==> config.mk <==
export PLATFORM = sky130hd
export DESIGN_NAME = bcd_to_binary_flat
export DESIGN_NICKNAME = d
export VERILOG_FILES = /design/src/rtl/bcd_to_binary_if.sv /design/src/rtl/bcd_to_binary.sv /design/src/flat_wrapper.sv
export SDC_FILE = /design/constraint.sdc
export NUM_CORES = 1
export LEC_CHECK = 0
export CORE_AREA = 10 10 87 70
export DETAILED_ROUTE_END_ITERATION = 7
export DIE_AREA = 0 0 97 80
export HOLD_SLACK_MARGIN = 0.06
export MAX_ROUTING_LAYER = met4
export PLACE_DENSITY_LB_ADDON = 0.05
export SYNTH_ARGS = -nofsm -noshare
export SYNTH_HDL_FRONTEND = slang
export SYNTH_SLANG_ARGS = --single-unit
export TNS_END_PERCENT = 1
==> constraint.sdc <==
create_clock -name clk -period 2.6 [get_ports clk]
set_clock_uncertainty 0.15 [all_clocks]
set_input_delay 0.39 -clock clk [delete_from_list [all_inputs] [get_ports clk]]
set_output_delay 0.39 -clock clk [all_outputs]
set_load 0.03 [all_outputs]
==> src/rtl/bcd_to_binary_if.sv <==
// Handshake bundle for the BCD-to-binary converter: word-in / result-out channels.
interface bcd_to_binary_if #(
  parameter int unsigned DIGITS = 3,
  parameter int unsigned BIN_W  = 8
);
  logic                  in_valid;
  logic                  in_ready;
  logic [4*DIGITS-1:0]   bcd_in;
  logic                  out_valid;
  logic                  out_ready;
  logic [BIN_W-1:0]      binary;
  logic                  overflow;
  logic                  bad_digit;

  // Producer / consumer side
  modport master (
    output in_valid, bcd_in, out_ready,
    input  in_ready, out_valid, binary, overflow, bad_digit
  );

  // Converter side
  modport slave (
    input  in_valid, bcd_in, out_ready,
    output in_ready, out_valid, binary, overflow, bad_digit
  );
endinterface

==> src/rtl/bcd_to_binary.sv <==
// Sequential packed-BCD to unsigned binary converter, one digit per clock,
// MSD first, Horner accumulation with saturation and sticky overflow.
// Optional nibble validity check enabled by defining BCD2BIN_DIGIT_CHECK_EN.
module bcd_to_binary #(
  parameter int unsigned DIGITS = 3,
  parameter int unsigned BIN_W  = 8
) (
  input  logic           clk,
  input  logic           rst_n,
  bcd_to_binary_if.slave bus
);

  localparam int unsigned SR_W  = 4 * DIGITS;
  localparam int unsigned ACC_W = BIN_W + 4;
  localparam int unsigned CNT_W = (DIGITS > 1) ? $clog2(DIGITS) : 1;

  typedef enum logic [1:0] {
    IDLE = 2'd0,
    CONV = 2'd1,
    DONE = 2'd2
  } state_t;

  state_t            state;
  logic [BIN_W-1:0]  acc;
  logic [BIN_W-1:0]  bin_q;
  logic [CNT_W-1:0]  cnt;
  logic [SR_W-1:0]   sreg;
  logic              ovf_q;
  logic              bad_q;

  logic [3:0]        nib;
  logic [ACC_W-1:0]  acc_w;
  logic [ACC_W-1:0]  horner;
  logic              step_ovf;
  logic              step_bad;
  logic [BIN_W-1:0]  acc_next;
  logic              ovf_next;
  logic              bad_next;
  logic              last;

  // Horner step on the top nibble; wide enough that acc*10+15 never wraps
  always_comb begin
    nib      = sreg[SR_W-1 -: 4];
    acc_w    = ACC_W'(acc);
    horner   = (acc_w << 3) + (acc_w << 1) + ACC_W'(nib);
    step_ovf = |horner[ACC_W-1:BIN_W];
    acc_next = step_ovf ? '1 : horner[BIN_W-1:0];
`ifdef BCD2BIN_DIGIT_CHECK_EN
    step_bad = (nib > 4'd9);
`else
    step_bad = 1'b0;
`endif
    bad_next = bad_q | step_bad;
    // A bad digit forces the reported overflow low for the whole word
    ovf_next = (ovf_q | step_ovf) & ~bad_next;
    last     = (cnt == CNT_W'(DIGITS - 1));
  end

  // Control FSM and datapath registers
  always_ff @(posedge clk or negedge rst_n) begin
    if (!rst_n) begin
      state <= IDLE;
      acc   <= '0;
      bin_q <= '0;
      cnt   <= '0;
      sreg  <= '0;
      ovf_q <= 1'b0;
      bad_q <= 1'b0;
    end else begin
      case (state)
        IDLE: begin
          if (bus.in_valid) begin
            sreg  <= bus.bcd_in;
            acc   <= '0;
            cnt   <= '0;
            ovf_q <= 1'b0;
            bad_q <= 1'b0;
            state <= CONV;
          end
        end
        CONV: begin
          acc   <= acc_next;
          ovf_q <= ovf_next;
          bad_q <= bad_next;
          sreg  <= sreg << 4;
          cnt   <= cnt + 1'b1;
          if (last) begin
            bin_q <= bad_next ? '0 : acc_next;
            state <= DONE;
          end
        end
        DONE: begin
          if (bus.out_ready) state <= IDLE;
        end
        default: state <= IDLE;
      endcase
    end
  end

  // Handshake decoded from state; result fields straight from registers
  assign bus.in_ready  = (state == IDLE);
  assign bus.out_valid = (state == DONE);
  assign bus.binary    = bin_q;
  assign bus.overflow  = ovf_q;
  assign bus.bad_digit = bad_q;

endmodule

==> src/flat_wrapper.sv <==
// flat-port wrapper written by rule: the top's interface ports become plain ports
module bcd_to_binary_flat 
#(
  parameter int unsigned DIGITS = 3,
  parameter int unsigned BIN_W  = 8
)
  (clk, rst_n, bus_in_valid, bus_bcd_in, bus_out_ready, bus_in_ready, bus_out_valid, bus_binary, bus_overflow, bus_bad_digit);
  bcd_to_binary_if #(.DIGITS(DIGITS), .BIN_W(BIN_W)) bus_i ();
  input  logic clk;
  input  logic rst_n;
  input wire logic [$bits(bus_i.in_valid)-1:0] bus_in_valid;
  input wire logic [$bits(bus_i.bcd_in)-1:0] bus_bcd_in;
  input wire logic [$bits(bus_i.out_ready)-1:0] bus_out_ready;
  output wire logic [$bits(bus_i.in_ready)-1:0] bus_in_ready;
  output wire logic [$bits(bus_i.out_valid)-1:0] bus_out_valid;
  output wire logic [$bits(bus_i.binary)-1:0] bus_binary;
  output wire logic [$bits(bus_i.overflow)-1:0] bus_overflow;
  output wire logic [$bits(bus_i.bad_digit)-1:0] bus_bad_digit;
  assign bus_i.in_valid = bus_in_valid;
  assign bus_i.bcd_in = bus_bcd_in;
  assign bus_i.out_ready = bus_out_ready;
  assign bus_in_ready = bus_i.in_ready;
  assign bus_out_valid = bus_i.out_valid;
  assign bus_binary = bus_i.binary;
  assign bus_overflow = bus_i.overflow;
  assign bus_bad_digit = bus_i.bad_digit;
  bcd_to_binary #(.DIGITS(DIGITS), .BIN_W(BIN_W)) u_core (.clk(clk), .rst_n(rst_n), .bus(bus_i));
endmodule
==> results.md, run 1 <==
- Root buf cell: clkbuf_8
- CP Max Fanout: 7
- Cell accounting for the most synthesized area: dfrtp_1
- Critical Path AT: 2.74 ns
- Fillers: 381
- Crit path from: u_core.acc[2]
- Post-synth top cells: a21oi_1 (33), dfrtp_1 (33), nor2_1 (19)
- Yosys reg bits: 33
- CTS tree: built
- Synth warn: 0
- CTS Buf Count: 5
- Initial DRC Count: 142
- Share of the synthesized area in the top cell type: 39.66%
- Placer Congestion: 0.8537
- Starting density of the core: 47.45%
- Area of the multi-input gates: 0.001286 mm2
- Worst slew margin: 64.17%
- Synth top area cells: dfrtp_1 (40%), ha_1 (9.6%), a21oi_1 (7.9%)
- Vias/cell: 5.423
- Critical path type: reg2reg
- Most used DFF post-synth: dfrtp_1
- Final WL: 5215 um
- Tcrit/Tclk final: 105.3%
- Post-route setup slack: -0.1369 ns
- First-pass GRT wire length: 8714 um
- Final count of pins violating max slew: 0
- Worst setup SP type: register
- Fraction of registers with async set/reset: 100.0%
- PortBufs: 26
- R2R setup slack: -0.14 ns
- Cell area after synthesis: 0.002082 mm2
- CTS clk-pin slew, worst paths: 0.07 ns
- Routed wire per std cell: 15.43 um
- Cells after Synth: 225
- Max_cap viols: 0
- Hold_ws: 0.3400 ns
- Final Hold Viols: 0
- Unrepaired setup endpoints after global routing: true
- Critical Path RT: 2.61 ns
- Vias post-DR: 1833
- Placed Area: 0.002665 mm2
- Status: complete, but fails checks
- Critical path capture point type: register
- Worst Tran Pin Value: 0.5374 ns
- Detail Route Antenna Nets: 0
- Worst skew pair latency: 0.29 ns
- Netlist cell types: 40
- Setup-failing EPs final: 17
- Die ar.: 0.007760 mm2
- All-Layer GR Usage: 13.96%
- Syn nets: 259
- Vias in the first global route: 1729
- Worst min-delay path class: reg2reg
- DRC viols: 0
- Violations in the final reports: negative setup slack
- Total core area: 0.004388 mm2
- HPWL Detailed: 3886 um
- IO Pins: 28
- First drt pass iteration count: 4
- DIE WIDTH: 97 um
- Post-synth EDFFs: 0
- Antenna violations before repair: 0
- # rows: 21
- Storage element area: 825.8 um2
- Die Y: 80 um
- Hold Startpoint: u_core.cnt[1]
- Seq/Total Area, Yosys: 39.66%
- CTS Sinks: 33
- Fmax: 365.4 MHz
- Clock buffer depth: 2
- Max H-tree Level: 2
- Final min period: 2.737 ns
- # hold bufs at CTS: 0
- Total grt overflow: 0
- P&R area growth vs syn: 36.36%
- Total Nets Final: 314
- Largest net degree at the start of global routing: 34
- Layout cell share with drive strength beyond 1: 24.20%
- Diode count: 0
- Worst r2r src: u_core.acc[2]
- Design area: 0.002839 mm2
- Average size of a mapped cell: 9.253 um2
## routing by layer
metal | part of all wire [%] | track usage (%)
met1 | 53 | 20.33
met2 | 41 | 17.93
met3 | 5.6 | 3.720
met4 | 0.90 | 3.971
met5 | 0 | -
## cell families (layout without fill, tap and decap cells)
group	after synthesis	count (layout)	share of synthesized area [%]
muxes	1	1	0.6609
DFF	33	33	39.66
other	1	1	0.1801
and+or+nand+nor	57	57	14.12
buffers and inverters	20	76	4.267
adders and majority gates	18	18	11.54
AOI/OAI and AO/OA	91	91	27.88
xor gates and xnor gates	4	4	1.683
## final timing paths
check / end / depth (start not counted)
worst max-delay path: u_core.acc[0] / 9
worst min-delay path: u_core.cnt[1] / 2
worst max register to register: u_core.acc[0] / 9
worst min register to register: u_core.cnt[1] / 2
max in group asynchronous: u_core.acc[1] / 2
min in group asynchronous: u_core.acc[7] / 2
## worst max-delay path: stages, from the launching register on
cell and delay, ns:
dfrtp_1 0.41, fa_1 0.53, inv_2 0.08, fa_2 0.19, nand2b_4 0.15, a21oi_4 0.07, or4_4 0.48, a211oi_4 0.28
buf_6 0.17, a31oi_1 0.11
## placed cells by master, fill, tap and decap left out, types with 11 or more instances in the layout
cell type        count
dfrtp_1             33
buf_4               32
a21oi_1             31
clkdlybuf4s50_1     26
nor2_1              18
o21ai_0             17
nor2b_1             16
ha_1                14
a31oi_1             13
nand2_1             11
## sequential cells by signal, summed over array words and instances, names as in the netlist
signal,flops
u_core.bus.binary,8
u_core.cnt,2
u_core.sreg,12
u_core.acc,8
u_core.state,2
u_core.bus.overflow,1
## area by class of cell
| class | instances | share of cell area [%] |
|---|---|---|
| repair buffers | 61 | 19.13 |
| inverters | 7 | 0.9255 |
| well taps | 57 | 2.512 |
| multi-input cells | 172 | 45.31 |
| flip-flops and latches | 33 | 29.09 |
| clock buffers | 5 | 2.424 |
| clock inverters | 3 | 0.6170 |
## timing repair
item	in CTS	in global routing
cloned	0	0
endpoints found under the setup margin	17	17
buffers inserted	1	0
pin swaps	20	2
gates resized for setup	12	5
## metrics by stage
step	TNS (ns)	utilization (%)	setup slack, ns	std cells
global route	-3.635	64.70	-0.2678	338
CTS	-2.221	64.36	-0.1630	338
finish	-1.597	64.70	-0.1369	338
detailed placement	-2.771	60.74	-0.2165	329
global placement	-2.273	60.74	-0.1852	329
floorplan	-1.414	-	-0.1219	225
Power of run 1 is left out: the tool's default activity adds up to more than one toggle a clock period on the data nets, which glitch-free logic cannot reach.
==> run 2, diff against run 1 <==
--- a/config.mk
+++ b/config.mk
@@ -5,9 +5,11 @@
 export SDC_FILE = /design/constraint.sdc
 export NUM_CORES = 1
 export LEC_CHECK = 0
-export CORE_AREA = 10 10 87 70
+export ABC_AREA = 1
+export CAP_MARGIN = 10
+export CORE_AREA = 10 10 86 69
 export DETAILED_ROUTE_END_ITERATION = 7
-export DIE_AREA = 0 0 97 80
+export DIE_AREA = 0 0 96 79
 export HOLD_SLACK_MARGIN = 0.06
 export MAX_ROUTING_LAYER = met4
 export PLACE_DENSITY_LB_ADDON = 0.05
==> run 2 against run 1 <==
Net effect:
- the flow now finishes without violations
- worst setup slack better by 0.26 ns
- critical path depth is 4 higher
- critical endpoint is now u_core.bus.binary[2]
- via count is 12% lower
- register-to-register slack better by 0.26 ns
- sequential share of layout area is 3.8 points higher
==> results.md, run 2 <==
- Hold path cells: 2 (unchanged)
- CTS Buf Count: 5 (unchanged)
- Die ar.: 0.007584 mm2 (-2.3%)
- Average size of a mapped cell: 8.450 um2 (-8.7%)
- Vias in the first global route: 1643 (-5.0%)
- PortBufs: 26 (unchanged)
- Critical path capture point type: register
- Final min period: 2.480 ns (-0.2565 ns)
- Mux share of post-synthesis cell area: 0% (-0.66 points)
- Fillers: 405 (+6.3%)
- Die Y: 79 um (-1.3%)
- Worst r2r src: u_core.acc[0]
- All-Layer GR Usage: 13.67% (-0.29 points)
- Starting density of the core: 46.86% (-0.58 points)
- DIE WIDTH: 96 um (-1.0%)
- Worst min-delay path class: reg2reg
- Status: finished clean
- Root buf cell: clkbuf_8
- Netlist cell types: 32 (-20%)
- Worst setup SP type: register
- Syn nets: 273 (+5.4%)
- Worst skew pair latency: 0.29 ns (about the same)
- CP Max Fanout: 4 (-3)
- Cell area after synthesis: 0.002019 mm2 (-3.0%)
- Critical Path RT: 2.62 ns (about the same)
- Unrepaired setup endpoints after global routing: true
- Critical Path AT: 2.50 ns (-0.24 ns)
- P&R area growth vs syn: 24.16%
- First drt pass iteration count: 4 (unchanged)
- # rows: 21 (unchanged)
- Seq/Total Area, Yosys: 40.89% (+1.2 points)
- Post-synth top cells: nand2_1 (94), dfrtp_1 (33), inv_1 (24)
- Post-layout util: 58.19% (-6.5 points)
- Fraction of registers with async set/reset: 100.0% (unchanged)
- Fmax: 403.2 MHz (+10%)
- Largest net degree at the start of global routing: 34 (unchanged)
- Final std cells w/o fill: 335 (-0.89%)
- Total Nets Final: 311 (-0.96%)
- Simple-gate area share of the yosys netlist: 31.91% (+18 points)
- Clock buffer depth: 2 (unchanged)
- RR Endpoint: u_core.bus.binary[2]
- Critical path buffers and inverters: 2 (unchanged)
- Placer Congestion: 0.8258 (-3.3%)
- Total grt overflow: 0 (unchanged)
- Total core area: 0.004309 mm2 (-1.8%)
- Endpoint, Worst Hold: u_core.bus.binary[5]
- Max reg flops: 12 (unchanged)
- R2R depth: 13 (+4)
- Diode count: 0 (unchanged)
- Final Hold Viols: 0 (unchanged)
- Critical path type: reg2reg
- DRC viols: 0 (unchanged)
- Most common cell in the synthesized netlist: nand2_1
- Post-route setup slack: 0.1196 ns (+0.2565 ns)
- First-pass GRT wire length: 8059 um (-7.5%)
- Max_cap viols: 0 (unchanged)
- Cell accounting for the most synthesized area: dfrtp_1
- Tcrit/Tclk final: 95.40% (-9.9 points)
- Crit path cell chain: fa_1 > inv_1 > fa_2 > inv_1 > nand2_1 > nand2_2 > nand3_2 > nand3_2 > nand2_4 > nor2_4 > nand3_2 > nand2_2 > nand2_1
- Post-synth EDFFs: 0 (unchanged)
- Share of the synthesized area in the top cell type: 40.89% (+1.2 points)
- Layout cell share with drive strength beyond 1: 19.06% (-5.1 points)
- Adder-cell share of the synthesized area: 11.90% (+0.36 points)
- Top reg by flops: u_core.sreg
- Routed wire per std cell: 13.73 um (-11%)
- CTS clk-pin slew, worst paths: 0.07 ns (about the same)
- Cells after Synth: 239 (+6.2%)
- Initial DRC Count: 105 (-26%)
- Most used DFF post-synth: dfrtp_1
- Detail Route Antenna Nets: 0 (unchanged)
- Crit path largest cell delay: 0.57 ns (+0.04 ns)
- Antenna violations before repair: 0 (unchanged)
- Synth top area cells: dfrtp_1 (41%), nand2_1 (17%), ha_1 (9.9%)
- Placement Setup Slack: -0.06030 ns (+0.1562 ns)
- R2R setup slack: 0.12 ns (+0.26 ns)
- Final WL: 4600 um (-12%)
- Yosys reg bits: 33 (unchanged)
- Placed cell count: 325 (-1.2%)
- IO Pins: 28 (unchanged)
- CTS tree: built
- Hold Startpoint: u_core.bus.binary[5]
- Max H-tree Level: 2 (unchanged)
- Main combinational cell family by area after synthesis: simple AND/OR/NAND/NOR gates
- Synth Area in Compound Gates: 6.877% (-21 points)
- Vias post-DR: 1618 (-12%)
- Top Family by Delay on Critical Path: adder cells
- CTS Sinks: 33 (unchanged)
- Post-synthesis xor/xnor area fraction: 1.735% (+0.052 points)
- Commonest cells after routing, fill and taps aside: nand2_1 (92), dfrtp_1 (33), clkdlybuf4s50_1 (26)
- Synth warn: 0 (unchanged)
- # hold bufs at CTS: 0 (unchanged)
- Crit-path slowest cell: fa_1
- Commonest non-fill, non-tap cell in the layout: nand2_1
- Final count of pins violating max slew: 0 (unchanged)
- Setup-failing EPs final: 0 (-17)
- HPWL Detailed: 3568 um (-8.2%)
- Most used cell along the critical path: nand3_2
- Vias/cell: 4.830 (-11%)
-- run 2: cell types whose count changed in the layout (fill, tap and decap cells not counted), sizes merged, moves of 7 or more --
cell and change:
nor2b -16, a21oi -29, o21ai -13, a31oi -14, inv +21, buf -28
nand2 +90, nor2 -7, nand3 +16
-- run 2: worst reg2reg max path, stage by stage, from the launching register on --
cell,delay (ns)
dfrtp_1,0.40
fa_1,0.57
inv_1,0.06
fa_2,0.33
inv_1,0.06
nand2_1,0.05
nand2_2,0.09
nand3_2,0.08
nand3_2,0.09
nand2_4,0.08
nor2_4,0.18
nand3_2,0.11
nand2_2,0.07
nand2_1,0.05
-- run 2: cell type report --
class                      instances  area, um2  area share, %
multi-input combinational        175       1102          43.96
sequential                        33      825.8          32.93
timing repair buffer              33      312.8          12.48
inverter                          29      108.9          4.341
tap                               57      71.32          2.844
clock buffer                       5      68.82          2.745
clock inverter                     3      17.52         0.6986
-- run 2: logic make-up after synthesis --
kind of cell	count (synthesis)
xor gates and xnor gates	4
and+or+nand+nor	131
DFF	33
adders and majority gates	18
other	1
buffers and inverters	33
AOI/OAI and AO/OA	19
-- run 2: layer usage --
| layer | share of wire (%) | global-route usage (%) | vias to the layer above |
|---|---|---|---|
| met2 | 41 | 17.65 | 26 |
| met3 | 4.7 | 3.571 | 4 |
| met5 | 0 | - | - |
| met1 | 54 | 20.20 | 755 |
| met4 | 0.67 | 3.529 | 0 |
| li1 | - | - | 833 |
-- run 2: repair_timing --
action,CTS,global route
gates resized for setup,3,2
pin swaps,4,6
setup endpoints to repair,17,17
gates cloned,2,0
setup buffers,0,0
-- run 2: through the flow --
stage                     instance area (um2)  hold WS, ns   TNS, ns
after global placement                   2381       0.3157  -0.01268
after floorplan                          2019     -0.05559         0
final                                    2507       0.3280         0
after global routing                     2507       0.3727  -0.04112
after CTS                                2502       0.3359         0
after detailed placement                 2381       0.3165   -0.6144
-- run 2: worst max-delay path by stage --
stage | from | end | slack [ns] | cells after the start
3_3_place_gp | u_core.sreg[11] | u_core.acc[5] | -0.01 | 13
2_1_floorplan | u_core.sreg[11] | u_core.bus.binary[0] | 0.09 | 13
3_5_place_dp | u_core.sreg[11] | u_core.acc[5] | -0.06 | 13
6_report | u_core.acc[0] | u_core.bus.binary[2] | 0.12 | 13
5_1_grt | u_core.acc[0] | u_core.bus.binary[2] | -0.03 | 13
4_1_cts | u_core.sreg[11] | u_core.acc[5] | 0.01 | 13
Power of run 2 is left out for the same reason.
==> run 3, diff against run 2 <==
--- a/config.mk
+++ b/config.mk
@@ -7,12 +7,13 @@
 export LEC_CHECK = 0
 export ABC_AREA = 1
 export CAP_MARGIN = 10
-export CORE_AREA = 10 10 86 69
+export CORE_AREA = 10 10 89 72
 export DETAILED_ROUTE_END_ITERATION = 7
-export DIE_AREA = 0 0 96 79
+export DIE_AREA = 0 0 99 82
 export HOLD_SLACK_MARGIN = 0.06
 export MAX_ROUTING_LAYER = met4
 export PLACE_DENSITY_LB_ADDON = 0.05
+export SLEW_MARGIN = 20
 export SYNTH_ARGS = -nofsm -noshare
 export SYNTH_HDL_FRONTEND = slang
 export SYNTH_SLANG_ARGS = --single-unit
==> run 3 against run 2 <==
Net effect:
- sequential cell count stayed put
- via count is 2.5% higher
- critical endpoint is now u_core.bus.binary[3]
- largest cell class unchanged
- critical path type unchanged
- highest routed layer unchanged
- first-iteration DRC count is 22% lower
- clock-buffer cell count is 2 higher
==> results.md, run 3 (synthesis results as in run 2) <==
- Total grt overflow: 0 (unchanged)
- Total Nets Final: 316 (+1.6%)
- Commonest non-fill, non-tap cell in the layout: nand2_1
- Fmax: 390.0 MHz (-3.3%)
- Area of the multi-input gates: 0.001185 mm2 (+7.5%)
- Root buf cell: clkbuf_8
- Crit path largest cell delay: 0.56 ns (about the same)
- RR Endpoint: u_core.bus.binary[3]
- Antenna violations before repair: 0 (unchanged)
- Worst setup SP type: register
- HPWL Detailed: 3439 um (-3.6%)
- Crit path cell chain: fa_1 > inv_1 > fa_2 > inv_2 > nand2_2 > nand2_4 > nand3_4 > nand3_4 > nand2_4 > nor2_8 > nand3_2 > nand2_1 > nand2_1
- CTS Sinks: 33 (unchanged)
- Layout cell share with drive strength beyond 1: 23.32% (+4.3 points)
- Setup-failing EPs final: 0 (unchanged)
- DIE WIDTH: 99 um (+3.1%)
- CTS tree: built
- Clock buffer depth: 2 (unchanged)
- Fillers: 426 (+5.2%)
- Routed wire per std cell: 14.24 um (+3.7%)
- Diode count: 0 (unchanged)
- Vias/cell: 4.837 (+0.14%)
- Max_cap viols: 0 (unchanged)
- R2R depth: 13 (unchanged)
- Worst r2r src: u_core.acc[2]
- Final WL: 4885 um (+6.2%)
- Vias post-DR: 1659 (+2.5%)
- CP endpoint: u_core.bus.binary[3]
- Critical Path AT: 2.59 ns (+0.09 ns)
- CTS clk-pin slew, worst paths: 0.07 ns (about the same)
- # rows: 22 (+4.8%)
- Status: finished clean
- Critical path capture point type: register
- All-Layer GR Usage: 12.46% (-1.2 points)
- Unrepaired setup endpoints after global routing: true
- Starting density of the core: 42.90% (-4.0 points)
- Worst skew pair latency: 0.29 ns (about the same)
- Critical Path RT: 2.63 ns (about the same)
- Storage element area: 825.8 um2 (unchanged)
- Top Family by Delay on Critical Path: adder cells
- Final min period: 2.564 ns (+0.08340 ns)
- Top reg by flops: u_core.sreg
- Max reg flops: 12 (unchanged)
- Max H-tree Level: 2 (unchanged)
- Total core area: 0.004707 mm2 (+9.2%)
- PortBufs: 26 (unchanged)
- Crit-path slowest cell: fa_1
- DRC viols: 0 (unchanged)
- Critical path type: reg2reg
- CTS Buf Count: 5 (unchanged)
- First-pass GRT wire length: 7907 um (-1.9%)
- Critical path buffers and inverters: 2 (unchanged)
- P&R area growth vs syn: 31.78%
- Tcrit/Tclk final: 98.61% (+3.2 points)
- Die ar.: 0.008118 mm2 (+7.0%)
- Die Y: 82 um (+3.8%)
- Placer Congestion: 0.8335 (+0.93%)
- CP Max Fanout: 5 (+1)
- Final Hold Viols: 0 (unchanged)
- Worst min-delay path class: reg2reg
- Crit path depth: 13 (unchanged)
- IO Pins: 28 (unchanged)
- Post-layout util: 56.54% (-1.6 points)
- Detail Route Antenna Nets: 0 (unchanged)
- Initial DRC Count: 82 (-22%)
- Vias in the first global route: 1645 (+0.12%)
- Final count of pins violating max slew: 0 (unchanged)
- Crit path from: u_core.acc[2]
- Largest net degree at the start of global routing: 34 (unchanged)
- R2R setup slack: 0.04 ns (-0.08 ns)
- First drt pass iteration count: 6 (+2)
- Commonest cells after routing, fill and taps aside: nand2_1 (86), dfrtp_1 (33), clkdlybuf4s50_1 (26)
## run 3: cell count changes in the layout (fill, tap and decap cells not counted), moves of 2 or more
cell,change
nand2_2,+4
nand3_4,+5
clkinv_2,-2
buf_4,+5
nand2_1,-6
inv_1,-2
nand2_4,+2
inv_2,+2
nand3_2,-5
## run 3: worst min-delay path by stage
stage / start / to / slack, ns / depth (start not counted)
2_1_floorplan: rst_n / u_core.acc[0] / -0.06 / 0
3_3_place_gp: u_core.bus.binary[5] / u_core.bus.binary[5] / 0.32 / 2
3_5_place_dp: u_core.bus.binary[2] / u_core.bus.binary[2] / 0.32 / 2
4_1_cts: u_core.bus.binary[7] / u_core.bus.binary[7] / 0.34 / 2
5_1_grt: u_core.cnt[0] / u_core.cnt[0] / 0.36 / 1
6_report: u_core.sreg[6] / u_core.sreg[6] / 0.33 / 2
## run 3: metal layers
layer  up-vias  wire length [um]  part of all wire, %  track usage [%]
met5         -                 0                    0                -
met3         4               310                  6.3            4.027
met2        47              2072                   42            16.56
met1       760              2464                   50            17.27
met4         0                38                 0.78            3.857
li1        848                 -                    -                -
## run 3: worst min-delay path, delay by kind of cell, from the launching register on
family / cells / cell delay [ns]
simple gates: 2 / 0.11
flops: 1 / 0.34
## run 3: per-stage QoR
stage               setup slack [ns]  TNS, ns  cells  hold WS [ns]  area (um2)
finish                       0.03619        0    343        0.3346        2661
floorplan                    0.08645        0    239      -0.05559        2019
global route                -0.07597  -0.8349    343        0.3593        2661
detailed placement          -0.07946   -1.091    329        0.3204        2392
global placement            -0.09144   -1.039    329        0.3177        2392
CTS                          0.04026        0    339        0.3426        2546
## run 3: area by class of cell
type                            count  share of cell area, %
Multi-Input combinational cell    175                  44.52
Sequential cell                    33                  31.03
Timing Repair Buffer               38                  13.16
Inverter                           29                  4.090
Clock buffer                        7                  3.244
Tap cell                           60                  2.821
Clock inverter                      1                  1.128
## run 3: timing repair
action,CTS,global route
hold endpoints to repair,0,0
setup buffers,0,4
setup endpoints to repair,17,17
hold buffers,0,0
gates cloned,2,0
pin swaps,4,10
gates resized for setup,4,18
Power of run 3 is left out for the same reason.
